===== config.mk =====
export PLATFORM = sky130hd
export DESIGN_NAME = mem_arbiter_flat
export DESIGN_NICKNAME = d
export VERILOG_FILES = /design/src/rtl/mem_arbiter_if.sv /design/src/rtl/mem_arbiter.sv /design/src/flat_wrapper.sv
export SDC_FILE = /design/constraint.sdc
export NUM_CORES = 1
export LEC_CHECK = 0
export BUFFER_PORTS_ARGS = -buffer_cell sky130_fd_sc_hd__clkbuf_2
export CAP_MARGIN = 40
export CORE_MARGIN = 4
export CORE_UTILIZATION = 30
export DETAILED_ROUTE_END_ITERATION = 12
export SYNTH_ARGS = -nofsm -noshare
export SYNTH_HDL_FRONTEND = slang
export SYNTH_SLANG_ARGS = --single-unit

===== constraint.sdc =====
create_clock -name clk -period 1.75 [get_ports clk]
set_input_delay 0.0875 -clock clk [delete_from_list [all_inputs] [get_ports clk]]
set_output_delay 0.0875 -clock clk [all_outputs]
set_load 0.05 [all_outputs]

===== src/rtl/mem_arbiter_if.sv =====
// Bundle of requester-side and l2cache-side signals for mem_arbiter.
// slave is the arbiter's view; master is the surrounding pipeline/memory.
interface mem_arbiter_if #(
  parameter int ADDR_W = 32,
  parameter int DATA_W = 32
);
  logic [1:0]            req_valid;
  logic [1:0]            req_ready;
  logic [2*ADDR_W-1:0]   req_addr;
  logic [1:0]            req_we;
  logic [2*DATA_W-1:0]   req_wdata;
  logic [2*DATA_W/8-1:0] req_wstrb;
  logic [1:0]            resp_valid;
  logic [DATA_W-1:0]     resp_rdata;
  logic                  mem_req_valid;
  logic                  mem_req_ready;
  logic [ADDR_W-1:0]     mem_addr;
  logic                  mem_we;
  logic [DATA_W-1:0]     mem_wdata;
  logic [DATA_W/8-1:0]   mem_wstrb;
  logic                  mem_resp_valid;
  logic [DATA_W-1:0]     mem_resp_rdata;

  modport slave (
    input  req_valid, req_addr, req_we,
    input  req_wdata, req_wstrb,
    output req_ready, resp_valid, resp_rdata,
    output mem_req_valid, mem_addr, mem_we,
    output mem_wdata, mem_wstrb,
    input  mem_req_ready, mem_resp_valid,
    input  mem_resp_rdata
  );

  modport master (
    output req_valid, req_addr, req_we,
    output req_wdata, req_wstrb,
    input  req_ready, resp_valid, resp_rdata,
    input  mem_req_valid, mem_addr, mem_we,
    input  mem_wdata, mem_wstrb,
    output mem_req_ready, mem_resp_valid,
    output mem_resp_rdata
  );
endinterface


===== src/rtl/mem_arbiter.sv =====
// Two-port to one-port l2cache arbiter, one outstanding transaction.
// Load/store wins by default; fetch is forced through after repeated losses.
module mem_arbiter #(
  parameter int ADDR_W       = 32,
  parameter int DATA_W       = 32,
  parameter int STARVE_LIMIT = 4
) (
  input  logic          clk,
  input  logic          rst,
  mem_arbiter_if.slave  bus,
  output logic          busy,
  output logic          error
);

  localparam int SW = DATA_W / 8;
  localparam logic [3:0] LIM = 4'(STARVE_LIMIT);

  typedef enum logic [1:0] {
    IDLE,
    ISSUE,
    WAIT
  } state_e;

  state_e            state_q, state_d;
  logic              gnt_q, gnt_d;
  logic [3:0]        starve_q, starve_d;
  logic [ADDR_W-1:0] addr_q, addr_d;
  logic              we_q, we_d;
  logic [DATA_W-1:0] wdata_q, wdata_d;
  logic [SW-1:0]     wstrb_q, wstrb_d;
  logic              err_q, err_d;
  logic              win1, win0;

  always_ff @(posedge clk) begin
    if (rst) begin
      state_q  <= IDLE;
      gnt_q    <= 1'b0;
      starve_q <= '0;
      addr_q   <= '0;
      we_q     <= 1'b0;
      wdata_q  <= '0;
      wstrb_q  <= '0;
      err_q    <= 1'b0;
    end else begin
      state_q  <= state_d;
      gnt_q    <= gnt_d;
      starve_q <= starve_d;
      addr_q   <= addr_d;
      we_q     <= we_d;
      wdata_q  <= wdata_d;
      wstrb_q  <= wstrb_d;
      err_q    <= err_d;
    end
  end

  always_comb begin
    state_d  = state_q;
    gnt_d    = gnt_q;
    starve_d = starve_q;
    addr_d   = addr_q;
    we_d     = we_q;
    wdata_d  = wdata_q;
    wstrb_d  = wstrb_q;
    bus.req_ready     = 2'b00;
    bus.resp_valid    = 2'b00;
    bus.mem_req_valid = 1'b0;

    // fetch overrides only once it has lost LIM grants in a row
    win1 = bus.req_valid[1] &&
           !(bus.req_valid[0] && starve_q >= LIM);
    win0 = !win1 && bus.req_valid[0];

    unique case (state_q)
      IDLE: begin
        if (win1 || win0) begin
          bus.req_ready[win1] = 1'b1;
          gnt_d   = win1;
          state_d = ISSUE;
          if (win1) begin
            addr_d  = bus.req_addr[2*ADDR_W-1:ADDR_W];
            we_d    = bus.req_we[1];
            wdata_d = bus.req_wdata[2*DATA_W-1:DATA_W];
            wstrb_d = bus.req_wstrb[2*SW-1:SW];
          end else begin
            addr_d  = bus.req_addr[ADDR_W-1:0];
            we_d    = bus.req_we[0];
            wdata_d = bus.req_wdata[DATA_W-1:0];
            wstrb_d = bus.req_wstrb[SW-1:0];
          end
          if (win1 && bus.req_valid[0])
            starve_d = (starve_q >= LIM) ? LIM
                                         : starve_q + 4'd1;
          else
            starve_d = '0;
        end
      end
      ISSUE: begin
        bus.mem_req_valid = 1'b1;
        if (bus.mem_req_ready) state_d = WAIT;
      end
      WAIT: begin
        bus.resp_valid[gnt_q] = bus.mem_resp_valid;
        if (bus.mem_resp_valid) state_d = IDLE;
      end
      default: state_d = IDLE;
    endcase

    err_d = err_q ||
            (bus.mem_resp_valid && state_q != WAIT);
  end

  assign bus.mem_addr   = addr_q;
  assign bus.mem_we     = we_q;
  assign bus.mem_wdata  = wdata_q;
  assign bus.mem_wstrb  = wstrb_q;
  assign bus.resp_rdata = bus.mem_resp_rdata;
  assign busy           = (state_q != IDLE);
  assign error          = err_q;

endmodule


===== src/flat_wrapper.sv =====
// flat-port wrapper written by rule: the top's interface ports become plain ports
module mem_arbiter_flat 
#(
  parameter int ADDR_W       = 32,
  parameter int DATA_W       = 32,
  parameter int STARVE_LIMIT = 4
)
  (clk, rst, busy, error, bus_req_valid, bus_req_addr, bus_req_we, bus_req_wdata, bus_req_wstrb, bus_req_ready, bus_resp_valid, bus_resp_rdata, bus_mem_req_valid, bus_mem_addr, bus_mem_we, bus_mem_wdata, bus_mem_wstrb, bus_mem_req_ready, bus_mem_resp_valid, bus_mem_resp_rdata);
  mem_arbiter_if #(.ADDR_W(ADDR_W), .DATA_W(DATA_W)) bus_i ();
  input  logic clk;
  input  logic rst;
  output logic busy;
  output logic error;
  input wire logic [$bits(bus_i.req_valid)-1:0] bus_req_valid;
  input wire logic [$bits(bus_i.req_addr)-1:0] bus_req_addr;
  input wire logic [$bits(bus_i.req_we)-1:0] bus_req_we;
  input wire logic [$bits(bus_i.req_wdata)-1:0] bus_req_wdata;
  input wire logic [$bits(bus_i.req_wstrb)-1:0] bus_req_wstrb;
  output wire logic [$bits(bus_i.req_ready)-1:0] bus_req_ready;
  output wire logic [$bits(bus_i.resp_valid)-1:0] bus_resp_valid;
  output wire logic [$bits(bus_i.resp_rdata)-1:0] bus_resp_rdata;
  output wire logic [$bits(bus_i.mem_req_valid)-1:0] bus_mem_req_valid;
  output wire logic [$bits(bus_i.mem_addr)-1:0] bus_mem_addr;
  output wire logic [$bits(bus_i.mem_we)-1:0] bus_mem_we;
  output wire logic [$bits(bus_i.mem_wdata)-1:0] bus_mem_wdata;
  output wire logic [$bits(bus_i.mem_wstrb)-1:0] bus_mem_wstrb;
  input wire logic [$bits(bus_i.mem_req_ready)-1:0] bus_mem_req_ready;
  input wire logic [$bits(bus_i.mem_resp_valid)-1:0] bus_mem_resp_valid;
  input wire logic [$bits(bus_i.mem_resp_rdata)-1:0] bus_mem_resp_rdata;
  assign bus_i.req_valid = bus_req_valid;
  assign bus_i.req_addr = bus_req_addr;
  assign bus_i.req_we = bus_req_we;
  assign bus_i.req_wdata = bus_req_wdata;
  assign bus_i.req_wstrb = bus_req_wstrb;
  assign bus_req_ready = bus_i.req_ready;
  assign bus_resp_valid = bus_i.resp_valid;
  assign bus_resp_rdata = bus_i.resp_rdata;
  assign bus_mem_req_valid = bus_i.mem_req_valid;
  assign bus_mem_addr = bus_i.mem_addr;
  assign bus_mem_we = bus_i.mem_we;
  assign bus_mem_wdata = bus_i.mem_wdata;
  assign bus_mem_wstrb = bus_i.mem_wstrb;
  assign bus_i.mem_req_ready = bus_mem_req_ready;
  assign bus_i.mem_resp_valid = bus_mem_resp_valid;
  assign bus_i.mem_resp_rdata = bus_mem_resp_rdata;
  mem_arbiter #(.ADDR_W(ADDR_W), .DATA_W(DATA_W), .STARVE_LIMIT(STARVE_LIMIT)) u_core (.clk(clk), .rst(rst), .bus(bus_i), .busy(busy), .error(error));
endmodule

==> results_dict.tcl <==
set metrics [dict create \
    status "finished clean" \
    hpwl_um 10800 \
    start_kind "flip-flop" \
    skew_ns 0.00407 \
    globalplace.congestion 0.725 \
    avgSynthCellArea_um2 10.1 \
    drt_wl_total_um 15900 \
    min_path_type "input port to flip-flop" \
    cts_buffers 9 \
    htreeDepth 3 \
    maxSlewViolCount 0 \
    whs_ns 0.0282 \
    tightest_slew_ns 0.592 \
    seqCellArea_um2 1540 \
    clock-root-buffer "clkbuf_16" \
    initial_utilization_pct 30.7 \
    cp.arrival_ns 1.55 \
    gr-total-overflow 0 \
    die_area_um2 18300 \
    final_antenna_net_count 0 \
    syn_area_um2 4870 \
    postSynthCellCount 483 \
    end_kind "output pin" \
    vias 4507 \
    p_leak_nw 2.48 \
    cts.sinks 77 \
    die_h_um 135 \
    power_density_nw_per_um2 1010 \
    syn_nets 660 \
    finalHoldViolCount 0 \
    grt_antenna_before_repair 0 \
    yosys_warnings 0 \
    yosysUniqueCellTypes 34 \
    portBuffers 219 \
    drtIter0Drc 245 \
    area_growth_syn_to_layout_pct 26.4 \
    peakVddDrop_mv 0.441 \
    grt_pass1_vias 4505 \
    n_fill_cell 1686 \
    clockBufferDepth 2 \
    slowest_stage "dfxtp_1" \
    max_freq_mhz 612 \
    track_usage_pct 16.3 \
    cts_tree "yes" \
    clk_pin_slew_ns 0.06 \
    cp_top_family "flip-flops" \
    multi_input_area_um2 2580 \
    vias_per_cell 5.22 \
    crit_type "flip-flop to output pin" \
    diodes 0 \
    synth_seq_area_share_pct 31.6 \
    mostFrequentLayoutCells "216 x clkbuf_2, 77 x dfxtp_1, 72 x nand3_1, 72 x o21ai_0" \
    final_util_pct 38.8 \
    wl_per_cell_um 18.4 \
    crit_required_ns 1.66 \
    slew_headroom_pct 60.5 \
    path_max_fanout 4 \
    ys_ff_latch 77 \
    cp_slowest_stage_delay_ns 0.36 \
    clock_latency_ns 0.34 \
    ios 284 \
    setup_violations 0 \
    nets 820 \
    timing.final.crit_share_pct 93.4 \
    core_area_um2 15900 \
    cap_violations 0 \
    num_rows 46 \
    first_pass_iters 4 \
    grt_pass1_wl_um 23600 \
    grt_max_degree 78 \
    critical_path.cell_chain "o21ai_4 > buf_12 > nand2_1 > and3_2 > clkbuf_4" \
    final_common_cell "clkbuf_2" \
    die_x_um 135 \
    drive_gt1_share_pct 62.3 \
    fin_crit_ns 1.64 \
    r2r_setup_slack_ns 0.28 \
    crit_buf_inv 2 \
    post-route-drc-count 0 \
]
-- logic make-up after synthesis --
kind of cell | Yosys count | synth area share (%)
flip-flops | 77 | 31.6
AND/OR/NAND/NOR | 89 | 9.89
adder cells (fa/ha/maj) | 1 | 0.257
AO/OA/AOI/OAI | 220 | 42.4
buffers and inverters | 96 | 15.8
-- cell usage after synthesis --
library cell	instances	share of area, %
a21oi_1	6	0.62
a21oi_2	69	12
a2bb2oi_1	1	0.18
a311oi_2	69	21
and3_2	1	0.15
and4b_1	1	0.21
and4bb_2	1	0.26
buf_1	2	0.15
buf_12	9	3.7
buf_2	18	1.8
buf_4	41	6.3
buf_6	3	0.69
buf_8	1	0.31
clkbuf_1	15	1.2
clkbuf_16	1	0.51
clkbuf_8	3	0.85
dfxtp_1	77	32
ha_1	1	0.26
inv_1	1	0.077
inv_2	2	0.15
nand2_1	2	0.15
nand2b_1	2	0.26
nand3_1	72	7.4
nand3b_1	1	0.15
nor2_1	2	0.15
nor2_2	1	0.13
nor2_4	2	0.46
nor2b_1	1	0.13
nor3b_1	2	0.31
o21a_4	1	0.31
o21ai_0	72	7.4
o21ai_1	1	0.10
o21ai_2	1	0.18
or2_1	1	0.13
-- worst reg2reg max path, stage by stage, from the launching register on --
cell	delay [ns]
dfxtp_1	0.36
o21ai_4	0.25
buf_12	0.14
buf_4	0.22
nand3_1	0.12
a311oi_2	0.29
-- where the power goes --
group | total, mW | switching [mW] | internal (mW) | leakage [nW]
clock | 2.00 | 0.755 | 1.24 | 0.153
sequential | 2.10 | 0.142 | 1.96 | 0.639
combinational | 2.14 | 1.46 | 0.688 | 1.69
total | 6.24 | 2.35 | 3.89 | 2.48
-- routing by layer --
| layer | GRT usage [%] | vias up | routed length (um) |
|---|---|---|---|
| met1 | 19.4 | 2140 | 6630 |
| met2 | 27.4 | 183 | 7660 |
| met4 | 9.18 | 0 | 573 |
| li1 | - | 2135 | - |
| met3 | 3.16 | 49 | 1050 |
| met5 | 0 | - | 0 |
-- area by class of cell --
cell class / instances / area share, %
clock inverters: 5 / 1.22
clock buffers: 11 / 3.78
repair buffers: 242 / 23.6
multi-input cells: 310 / 41.8
inverters: 3 / 0.183
flip-flops and latches: 77 / 25.0
well taps: 216 / 4.39
-- final timing paths --
check	cells after the start	start	to
worst max-delay path	5	u_core.starve_q[2]	bus_req_ready[0]
worst min-delay path	3	bus_mem_resp_valid	u_core.error
worst min register to register	2	u_core.error	u_core.error
worst max register to register	5	u_core.starve_q[2]	u_core.bus.mem_addr[10]
-- flip-flops by register name, indices dropped and copies added (netlist names) --
| name | cells |
|---|---|
| u_core.state_q | 2 |
| u_core.starve_q | 4 |
| u_core.bus.mem_addr | 32 |
| u_core.bus.mem_we | 1 |
| u_core.bus.mem_wstrb | 4 |
| u_core.gnt_q | 1 |
| u_core.error | 1 |
| u_core.bus.mem_wdata | 32 |
-- per-stage QoR --
stage	power (mW)	TNS, ns	setup slack, ns	std cells	area, um2
after floorplan	4.01	0	0.258	483	4880
after global placement	4.28	0	0.361	842	5760
after detailed placement	4.29	0	0.359	842	5760
final	6.24	0	0.115	864	6160
after CTS	6.34	0	0.00366	859	6090
after global routing	6.52	-0.00441	-0.00441	864	6160
-- repair_timing --
item	in CTS	in global routing
setup endpoints to repair	2	2
hold buffers	1	0
gates resized for setup	2	1
pin swaps	0	1
gates cloned	0	2
hold endpoints to repair	1	0
setup buffers	0	3
Power figures use the tool's default switching activity.
